`src/rtl/ccd_sharp_timing_pkg.sv`:
```
// Shared types and constants for the Sharp CCD timing generator.
// Holds the FSM states, pixel/line classification codes and the vertical clock patterns.
package ccd_sharp_timing_pkg;

    typedef enum logic [2:0] {
        ST_IDLE,
        ST_XSG,
        ST_VSHIFT,
        ST_HREAD,
        ST_DONE
    } state_t;

    typedef enum logic [1:0] {
        PT_NONE  = 2'd0,
        PT_DUMMY = 2'd1,
        PT_BLACK = 2'd2,
        PT_IMAGE = 2'd3
    } pix_type_t;

    typedef enum logic [1:0] {
        LC_DUMMY,
        LC_BLACK,
        LC_IMAGE
    } line_class_t;

    // {xv1,xv2,xv3,xv4}; the rest pattern doubles as the last shift step
    localparam logic [3:0] XV_REST  = 4'b1001;
    localparam logic [3:0] XV_STEP0 = 4'b1100;
    localparam logic [3:0] XV_STEP1 = 4'b0110;
    localparam logic [3:0] XV_STEP2 = 4'b0011;
    localparam logic [3:0] XV_STEP3 = 4'b1001;

    function automatic logic [3:0] xv_step(input logic [1:0] idx);
        logic [3:0] p;
        case (idx)
            2'd0:    p = XV_STEP0;
            2'd1:    p = XV_STEP1;
            2'd2:    p = XV_STEP2;
            default: p = XV_STEP3;
        endcase
        return p;
    endfunction

endpackage

```
`src/rtl/ccd_sharp_hline_gen.sv`:
```
// Horizontal read-out of one CCD line: two clocks per pixel (h1/rs phase, then h2 phase),
// with a pixel-type tag per column. Outputs are registered; done fires on the last phase-1 clock.
module ccd_sharp_hline_gen
    import ccd_sharp_timing_pkg::*;
#(
    parameter int IMAGE_WIDTH  = 16,
    parameter int BLACK_HFRONT = 2,
    parameter int BLACK_HREAR  = 2,
    parameter int DUMMY_HFRONT = 2,
    parameter int DUMMY_HREAR  = 2
) (
    input  logic        clk,
    input  logic        reset_n,
    input  logic        start,
    input  line_class_t line_class,
    output logic        h1,
    output logic        h2,
    output logic        hl,
    output logic        rs,
    output logic [1:0]  pix_type,
    output logic        done
);

    localparam int PIX = DUMMY_HFRONT + BLACK_HFRONT + IMAGE_WIDTH + BLACK_HREAR + DUMMY_HREAR;
    localparam int PW  = $clog2(PIX + 1);
    localparam logic [PW-1:0] PIX_LAST = PW'(PIX - 1);

    localparam int IMG_LO = DUMMY_HFRONT + BLACK_HFRONT;
    localparam int IMG_HI = IMG_LO + IMAGE_WIDTH;

    function automatic logic [1:0] col_type(input line_class_t cls, input int col);
        pix_type_t t;
        if (col < DUMMY_HFRONT || col >= PIX - DUMMY_HREAR || cls == LC_DUMMY)
            t = PT_DUMMY;
        else if (cls == LC_IMAGE && col >= IMG_LO && col < IMG_HI)
            t = PT_IMAGE;
        else
            t = PT_BLACK;
        return t;
    endfunction

    logic          active, active_n;
    logic          phase, phase_n;
    logic [PW-1:0] pix_cnt, pix_cnt_n;
    line_class_t   cls, cls_n;
    logic          h1_n;
    logic [1:0]    pix_type_n;

    assign done = active & phase & (pix_cnt == PIX_LAST);

    always_comb begin
        active_n  = active;
        phase_n   = phase;
        pix_cnt_n = pix_cnt;
        cls_n     = cls;
        if (start) begin
            active_n  = 1'b1;
            phase_n   = 1'b0;
            pix_cnt_n = '0;
            cls_n     = line_class;
        end else if (active) begin
            if (!phase) begin
                phase_n = 1'b1;
            end else if (done) begin
                active_n  = 1'b0;
                phase_n   = 1'b0;
                pix_cnt_n = '0;
            end else begin
                phase_n   = 1'b0;
                pix_cnt_n = pix_cnt + 1'b1;
            end
        end
        // outputs are decoded from the next state so they line up with it after the edge
        h1_n       = active_n & ~phase_n;
        pix_type_n = active_n ? col_type(cls_n, int'(pix_cnt_n)) : PT_NONE;
    end

    always_ff @(posedge clk or negedge reset_n) begin
        if (!reset_n) begin
            active   <= 1'b0;
            phase    <= 1'b0;
            pix_cnt  <= '0;
            cls      <= LC_DUMMY;
            h1       <= 1'b0;
            h2       <= 1'b1;
            hl       <= 1'b0;
            rs       <= 1'b0;
            pix_type <= PT_NONE;
        end else begin
            active   <= active_n;
            phase    <= phase_n;
            pix_cnt  <= pix_cnt_n;
            cls      <= cls_n;
            h1       <= h1_n;
            h2       <= ~h1_n;
            hl       <= h1_n;
            rs       <= h1_n;
            pix_type <= pix_type_n;
        end
    end

endmodule

```
`src/rtl/ccd_sharp_timing_gen.sv`:
```
// Frame timing for the Sharp CCD: xsg transfer pulse, then per line a 4-step vertical
// shift followed by a horizontal read-out. All pin outputs are registered.
module ccd_sharp_timing_gen
    import ccd_sharp_timing_pkg::*;
#(
    parameter int IMAGE_WIDTH  = 16,
    parameter int IMAGE_HEIGHT = 8,
    parameter int BLACK_HFRONT = 2,
    parameter int BLACK_HREAR  = 2,
    parameter int DUMMY_HFRONT = 2,
    parameter int DUMMY_HREAR  = 2,
    parameter int BLACK_VFRONT = 1,
    parameter int BLACK_VREAR  = 1,
    parameter int DUMMY_VFRONT = 1,
    parameter int DUMMY_VREAR  = 1,
    parameter int VSTEP_CLKS   = 4,
    parameter int XSG_CLKS     = 8
) (
    input  logic       clk,
    input  logic       reset_n,
    input  logic       i_trigger,
    output logic       o_xv1,
    output logic       o_xv2,
    output logic       o_xv3,
    output logic       o_xv4,
    output logic       o_xsg,
    output logic       o_h1,
    output logic       o_h2,
    output logic       o_hl,
    output logic       o_rs,
    output logic [1:0] ov_pix_type,
    output logic       o_busy,
    output logic       o_frame_done
);

    localparam int LINES = DUMMY_VFRONT + BLACK_VFRONT + IMAGE_HEIGHT + BLACK_VREAR + DUMMY_VREAR;
    localparam int LW = $clog2(LINES + 1);
    localparam int XW = $clog2(XSG_CLKS + 1);
    localparam int VW = $clog2(VSTEP_CLKS + 1);

    localparam logic [LW-1:0] LINE_LAST = LW'(LINES - 1);
    localparam logic [XW-1:0] XSG_LAST  = XW'(XSG_CLKS - 1);
    localparam logic [VW-1:0] VCLK_LAST = VW'(VSTEP_CLKS - 1);

    localparam int BLK_LO = DUMMY_VFRONT;
    localparam int IMG_LO = BLK_LO + BLACK_VFRONT;
    localparam int IMG_HI = IMG_LO + IMAGE_HEIGHT;
    localparam int BLK_HI = IMG_HI + BLACK_VREAR;

    state_t        state, state_n;
    logic [XW-1:0] xsg_cnt, xsg_cnt_n;
    logic [VW-1:0] vclk_cnt, vclk_cnt_n;
    logic [1:0]    vstep, vstep_n;
    logic [LW-1:0] line_cnt, line_cnt_n;
    logic          hstart, hdone;
    line_class_t   line_class;

    logic [3:0]    xv_q;
    logic          xsg_q, busy_q, done_q;

    always_comb begin
        if (int'(line_cnt) < BLK_LO || int'(line_cnt) >= BLK_HI)
            line_class = LC_DUMMY;
        else if (int'(line_cnt) >= IMG_LO && int'(line_cnt) < IMG_HI)
            line_class = LC_IMAGE;
        else
            line_class = LC_BLACK;
    end

    always_comb begin
        state_n    = state;
        xsg_cnt_n  = xsg_cnt;
        vclk_cnt_n = vclk_cnt;
        vstep_n    = vstep;
        line_cnt_n = line_cnt;
        hstart     = 1'b0;
        case (state)
            ST_IDLE: begin
                if (i_trigger) state_n = ST_XSG;
            end
            ST_XSG: begin
                if (xsg_cnt == XSG_LAST) begin
                    state_n    = ST_VSHIFT;
                    xsg_cnt_n  = '0;
                    line_cnt_n = '0;
                end else begin
                    xsg_cnt_n = xsg_cnt + 1'b1;
                end
            end
            ST_VSHIFT: begin
                if (vclk_cnt == VCLK_LAST) begin
                    vclk_cnt_n = '0;
                    if (vstep == 2'd3) begin
                        state_n = ST_HREAD;
                        vstep_n = '0;
                        hstart  = 1'b1;
                    end else begin
                        vstep_n = vstep + 1'b1;
                    end
                end else begin
                    vclk_cnt_n = vclk_cnt + 1'b1;
                end
            end
            ST_HREAD: begin
                if (hdone) begin
                    if (line_cnt == LINE_LAST) begin
                        state_n    = ST_DONE;
                        line_cnt_n = '0;
                    end else begin
                        state_n    = ST_VSHIFT;
                        line_cnt_n = line_cnt + 1'b1;
                    end
                end
            end
            ST_DONE: state_n = ST_IDLE;
            default: state_n = ST_IDLE;
        endcase
    end

    always_ff @(posedge clk or negedge reset_n) begin
        if (!reset_n) begin
            state    <= ST_IDLE;
            xsg_cnt  <= '0;
            vclk_cnt <= '0;
            vstep    <= '0;
            line_cnt <= '0;
            xv_q     <= XV_REST;
            xsg_q    <= 1'b1;
            busy_q   <= 1'b0;
            done_q   <= 1'b0;
        end else begin
            state    <= state_n;
            xsg_cnt  <= xsg_cnt_n;
            vclk_cnt <= vclk_cnt_n;
            vstep    <= vstep_n;
            line_cnt <= line_cnt_n;
            xv_q     <= (state_n == ST_VSHIFT) ? xv_step(vstep_n) : XV_REST;
            xsg_q    <= (state_n != ST_XSG);
            busy_q   <= (state_n != ST_IDLE);
            done_q   <= (state_n == ST_DONE);
        end
    end

    ccd_sharp_hline_gen #(
        .IMAGE_WIDTH  (IMAGE_WIDTH),
        .BLACK_HFRONT (BLACK_HFRONT),
        .BLACK_HREAR  (BLACK_HREAR),
        .DUMMY_HFRONT (DUMMY_HFRONT),
        .DUMMY_HREAR  (DUMMY_HREAR)
    ) u_hline (
        .clk        (clk),
        .reset_n    (reset_n),
        .start      (hstart),
        .line_class (line_class),
        .h1         (o_h1),
        .h2         (o_h2),
        .hl         (o_hl),
        .rs         (o_rs),
        .pix_type   (ov_pix_type),
        .done       (hdone)
    );

    assign {o_xv1, o_xv2, o_xv3, o_xv4} = xv_q;
    assign o_xsg        = xsg_q;
    assign o_busy       = busy_q;
    assign o_frame_done = done_q;

endmodule
```
`config.mk`:
```
export PLATFORM = sky130hd
export DESIGN_NAME = ccd_sharp_timing_gen
export DESIGN_NICKNAME = d
export VERILOG_FILES = /design/src/rtl/ccd_sharp_timing_pkg.sv /design/src/rtl/ccd_sharp_hline_gen.sv /design/src/rtl/ccd_sharp_timing_gen.sv
export SDC_FILE = /design/constraint.sdc
export NUM_CORES = 1
export LEC_CHECK = 0
export ABC_CLOCK_PERIOD_IN_PS = 1850
export CELL_PAD_IN_SITES_DETAIL_PLACEMENT = 1
export CELL_PAD_IN_SITES_GLOBAL_PLACEMENT = 2
export CORE_AREA = 2 2 79 81
export DETAILED_ROUTE_END_ITERATION = 8
export DIE_AREA = 0 0 81 83
export GPL_ROUTABILITY_DRIVEN = 0
export PLACE_DENSITY_LB_ADDON = 0.1
export SYNTH_ARGS = -nofsm -noshare
export SYNTH_HDL_FRONTEND = slang
export SYNTH_SLANG_ARGS = --single-unit
export TNS_END_PERCENT = 50
```
`constraint.sdc`:
```
create_clock -name clk -period 1.85 [get_ports clk]
set_clock_uncertainty 0.15 [all_clocks]
set_input_delay 0.37 -clock clk [delete_from_list [all_inputs] [get_ports clk]]
set_output_delay 0.37 -clock clk [all_outputs]
set_load 0.005 [all_outputs]
```
* After elaboration in Yosys (flattened, before gate mapping)
Index checks and enable logic that the tools add are counted.
** Operators by class
- $add $sub $neg :: 5
- Magnitude comparators :: 8
- Equality and inequality tests :: 16
- Mux-type cells :: 38
- Bitwise logic cells :: 5
- Reductions and logical operators :: 12
** Operators by type and width (number)
- $mux W3 :: 7
- $mux W4 :: 5
- $mux W5 :: 4
- $mux W2 :: 8
- $eq A3 B2 Y1 const B :: 4
- $pmux W3 S4 :: 1
- $pmux W4 S3 :: 1
- $mux W1 :: 11
- $add A4 B1 Y4 const B :: 2
- $pmux W4 S2 :: 1
- $eq A2 B2 Y1 const B :: 3
- $add A5 B1 Y5 const B :: 1
- $eq A5 B5 Y1 const B :: 1
- $ge A5 B3 Y1 const B :: 1
- $ge A5 B5 Y1 const B :: 1
- $lt A5 B2 Y1 const B :: 1
- $lt A5 B5 Y1 const B :: 1
- $eq A4 B3 Y1 const B :: 1
- $eq A4 B4 Y1 const B :: 1
- $ge A4 B2 Y1 const B :: 1
- $ge A4 B4 Y1 const B :: 1
- $logic_not A2 Y1 :: 2
- $lt A4 B1 Y1 const B :: 1
- $lt A4 B4 Y1 const B :: 1
- 15 further kinds :: 23
** Storage, ports and cells
- Register bits :: 36
- Input bits :: 3
- Output and inout bits :: 13
- Logic and storage cells :: 100

* Depth between registers and ports, before layout
- Depth after elaboration :: 12
- Mapped depth :: 9

* Hierarchy
A second synthesis with hierarchy kept.
** Unflattened totals
- Cell total of the unflattened synthesis :: 174
- Area total of the unflattened synthesis :: 1938.1 um2
** By module, submodules not included
- ccd_sharp_timing_gen :: instances 1, cells an instance 113, area each 1251.2 um2
- ccd_sharp_hline_gen :: instances 1, cells an instance 61, area each 686.9 um2

* Least setup slack after synthesis
Ideal clock, no wire load.
- Kind :: reg-to-reg
- Start :: reg u_hline.pix_cnt[0]
- End :: reg u_hline.pix_type[0]
- Setup time :: 65 ps
- Data arrival time :: 1820 ps
- Path slack :: -185 ps
- Stages on the path, launching flop included :: 9
- Path buffers :: 1
- Clock period less this slack :: 2035 ps
- Cells stage by stage :: dfrtp_1 ha_1 nor2b_4 and4_1 buf_6 a2bb2oi_2 o31a_1 o221ai_1 o211a_1
** On the way
- Longest elaborated chain between the ends :: 12
- Elaborated cells between the ends (all ways) :: 22
- Those cells by class :: add/sub: 1; order compare: 4; eq/ne: 1; mux: 11; bitwise: 1; reduce/logical: 4
** Ends and longest elaborated chain
- start, declared :: RTL line ccd_sharp_hline_gen.sv:44 : logic [PW-1:0] pix_cnt, pix_cnt_n;
- start signal, assigned :: RTL line ccd_sharp_hline_gen.sv:92 : pix_cnt <= pix_cnt_n;
- parallel branches: the longest is 11 deep, another holds $add A5 B1 Y5
- $mux W2 (*) :: RTL line ccd_sharp_hline_gen.sv:75 : pix_type_n = active_n ? col_type(cls_n, int'(pix_cnt_n)) : PT_NONE;
- via u_hline.pix_type_n[0] :: RTL line ccd_sharp_hline_gen.sv:47 : logic [1:0] pix_type_n;
- end signal, assigned :: RTL line ccd_sharp_hline_gen.sv:98 : pix_type <= pix_type_n;
- end, declared :: RTL line ccd_sharp_hline_gen.sv:20 : output logic [1:0] pix_type,
Mark *: on every way through the listed nets, which the timed path passes.
A chain may end at the register's enable or synchronous reset.

* Final worst setup path
Ends and elaborated chain as after synthesis.

==> impl_results.md <==
* Transition time of the tightest slew-check pin at around 0.38 ns
* GRT Util Overall at 0.173
* Max incr delay on CP at 0.50 ns
* Failing checks: setup timing
* Post-Syn Instances at roughly 180
* First-pass GRT wire length at 8970 um
* I/O Buffers at 15
* Max VDD drop at about 0.00029 V
* Ys async rst share at 1.00
* Register area at 910 sq um
* FMAX at 501 MHz
* Number of routed nets with antenna violations at 0
* CP cell instances: ha_4, nand3_2, or4b_4, o311ai_2, a21oi_2, o21a_1, o211a_1
* Sequential share of the synthesized area at 0.481
* Filler Cell Count at 672
* # diodes at 0
* Final Cell Area at 2810 sq um
* Dpl cell area at around 2400 sq um
* Initial Util at 0.324
* Vias/cell at 4.98
* H-tree depth at 2
* DP Wirelength at 3780 um
* Status: finished with violations
* Via count at ~1600
* CTS clk-pin slew, worst paths at 0.07 ns
* Slew HR at 0.746
* Final nets at between 200 and 300
* Num CTS Buffers at 5
* Worst EP arrival at 2.03 ns
* Yosys top cell area share at 0.425
* Pwr/cell area at 510 nW/um^2
* Buf+Inv Stages, Crit Path at 0
* Synthesized net count at 198
* Fin. Hold Viols at 0
* Number of global-route vias before repair at around 1900
* Max-cap violations at 0
* Avg Cell Area, Syn at 10.3 sq um
* Post-layout min period at 2.00 ns
* Primary FF master, synth: dfrtp_1
* Ys Warns at 0
* TritonCTS clock tree: built
* Antenna violations before repair at 0
* Root Driver: clkbuf_8
* CP max-delay cell: or4b_4
* Post-DR wirelength/cell at roughly 16 um
* Drt first pass iters at 3
* Tot Pwr at 1430 uW
* Largest net degree at the start of global routing at 37
* Die W at between 80 and 90 um
* Util after Layout at 0.483
* Cell taking the most area after synthesis: dfrtp_1
* Crit Path Class: flip-flop to flip-flop
* Sink Count at 36
* Area of the multi-input gates at 1120 sq um
* Required @ worst endpoint at 1.88 ns
* Core Box Area at 5820 sq um
* Die ar. at 6720 sq um
* EDFF count, synth at 0
* Worst hold path class: primary input to async pin
* Row count at 28
* Remaining DRCs at 0
* Crit path capture type: flip-flop
* Mapped Area at ~1900 sq um
* Final setup vio count at 5
* DIE HEIGHT at between 80 and 90 um
* Post-Route WL at 5240 um
* Final worst slack at -0.148 ns
* Layout cells sized above 1 at 0.419
* I/O pins at 16
* Final Cycle Share at 1.08
* Yosys reg bits at 36
* TNS Setup at -0.336 ns
* Worst-path fanout max at 5
* RSZ-0062 raised after global routing: true
* Static Leak at about 0.0012 uW
* Top delay family on crit path: compound AO/OA/AOI/OAI gates
* Total global routing overflow at 0
* Clk_lat worst skew at ~0.29 ns
* Iteration-0 DRC Markers at 27
* Synth area leaders: dfrtp_1, ha_1, dfstp_2
* Synth cell types at 49
* Clock Tree Buf Depth at 2
* Pins Over Slew Limit at 0
* Startpoint types: flip-flop
* Area grow syn2layout at 49.1%
## report_power, final
part / leakage [uW] / internal (uW) / switching, uW / total (uW)
clock network: 0.0000515 / 340 / 280 / 621
logic: 0.000720 / 8.08 / 16.4 / 24.4
registers: 0.000447 / 787 / 0 / 787
total: 0.00122 / 1140 / 297 / 1430
## state kept, by name, summed over array words and instances (netlist names), 2 cells and up
signal,count
u_hline.pix_cnt,5
line_cnt,4
xsg_cnt,4
xv_q,4
state,3
vclk_cnt,3
u_hline.cls,2
u_hline.pix_type,2
vstep,2
## cell usage after synthesis, types with 2 or more instances
master    number
mux2i_1        3
dfrtp_1       32
nand3_1       10
nand4b_1       2
nor2b_1        3
and3_1         3
nand2_1       18
dfstp_2        4
and2_1         4
a21oi_1        7
nor3b_2        2
inv_1          9
buf_4          3
xnor2_1        3
o21a_1         3
ha_1          12
a21o_1         2
buf_6          2
or3_1          2
o221ai_1       2
nor3_1         3
o21ai_0        8
buf_2          2
nand3b_1       2
nand4_1        5
nor2_1        14
## cells by family after synthesis
kind of cell    Yosys count  synth area share
flops                    36             0.481
buf+inv                  16            0.0471
xor+xnor                  3            0.0139
simple gates             77             0.227
mux                       4            0.0219
fa+ha+maj                12            0.0797
compound gates           35             0.129
## placed cells by master, fill, tap and decap left out, types with 3 or more instances in the layout
| cell | instances |
|---|---|
| inv_1 | 7 |
| buf_4 | 45 |
| nand4_1 | 5 |
| clkbuf_8 | 7 |
| o21ai_0 | 5 |
| clkdlybuf4s50_1 | 11 |
| o21ai_1 | 4 |
| nand3_2 | 3 |
| ha_4 | 3 |
| and2_1 | 3 |
| dfstp_2 | 4 |
| dfrtp_2 | 3 |
| dlymetal6s2s_1 | 4 |
| o21a_1 | 3 |
| a21oi_4 | 3 |
| dfrtp_1 | 29 |
| ha_1 | 5 |
| a21oi_1 | 3 |
| nand2_1 | 16 |
| buf_6 | 3 |
| ha_2 | 4 |
| nor2_1 | 12 |
| nand3_1 | 7 |
## worst register-to-register path: stages (launching register included)
cell and delay, ns:
dfrtp_1 0.38, ha_4 0.17, nand3_2 0.08, or4b_4 0.50, o311ai_2 0.11, a21oi_2 0.13, o21a_1 0.19, o211a_1 0.19
## path summary, 6_finish.rpt
path                                              start                       endpoint  slack (ns)  cells past startpoint
hold reg to reg                u_hline.cls[1]$_DFF_PN0_       u_hline.cls[1]$_DFF_PN0_        0.39                      2
setup / recovery           u_hline.pix_cnt[0]$_DFF_PN0_  u_hline.pix_type[0]$_DFF_PN0_       -0.15                      7
hold / removal                                  reset_n             state[0]$_DFF_PN0_        0.32                      2
setup reg to reg           u_hline.pix_cnt[0]$_DFF_PN0_  u_hline.pix_type[0]$_DFF_PN0_       -0.15                      7
max in group asynchronous                       reset_n           u_hline.h2$_DFF_PN1_        0.98                      2
min in group clk               u_hline.cls[1]$_DFF_PN0_       u_hline.cls[1]$_DFF_PN0_        0.39                      2
## what timing repair did
action	in CTS	in global routing
setup buffers	5	4
setup endpoints to repair	15	17
gates resized for setup	34	24
pin swaps	15	8
hold buffers	0	0
endpoints found under the hold margin	0	0
## cell type report
| cell class | count | share of cell area |
|---|---|---|
| clock buffer | 8 | 0.0356 |
| tap | 75 | 0.0334 |
| inverter | 9 | 0.0120 |
| sequential | 36 | 0.324 |
| multi-input combinational | 131 | 0.399 |
| timing repair buffer | 64 | 0.196 |
## through the flow
step,hold WS [ns],std cells,setup WS (ns)
after global placement,0.308,306,-0.242
after CTS,0.319,319,-0.126
after detailed placement,0.332,306,-0.254
after global routing,0.322,323,-0.228
final,0.319,323,-0.148
after floorplan,-0.0756,183,-0.109
## per-layer routing
metal,share of wire,vias to the layer above,track usage
met5,0,-,0
met4,0.013,0,0.0539
met3,0.022,9,0.0391
met2,0.56,12,0.313
met1,0.40,806,0.198
li1,-,780,-
No activity file was read; power rests on OpenSTA's default activity.
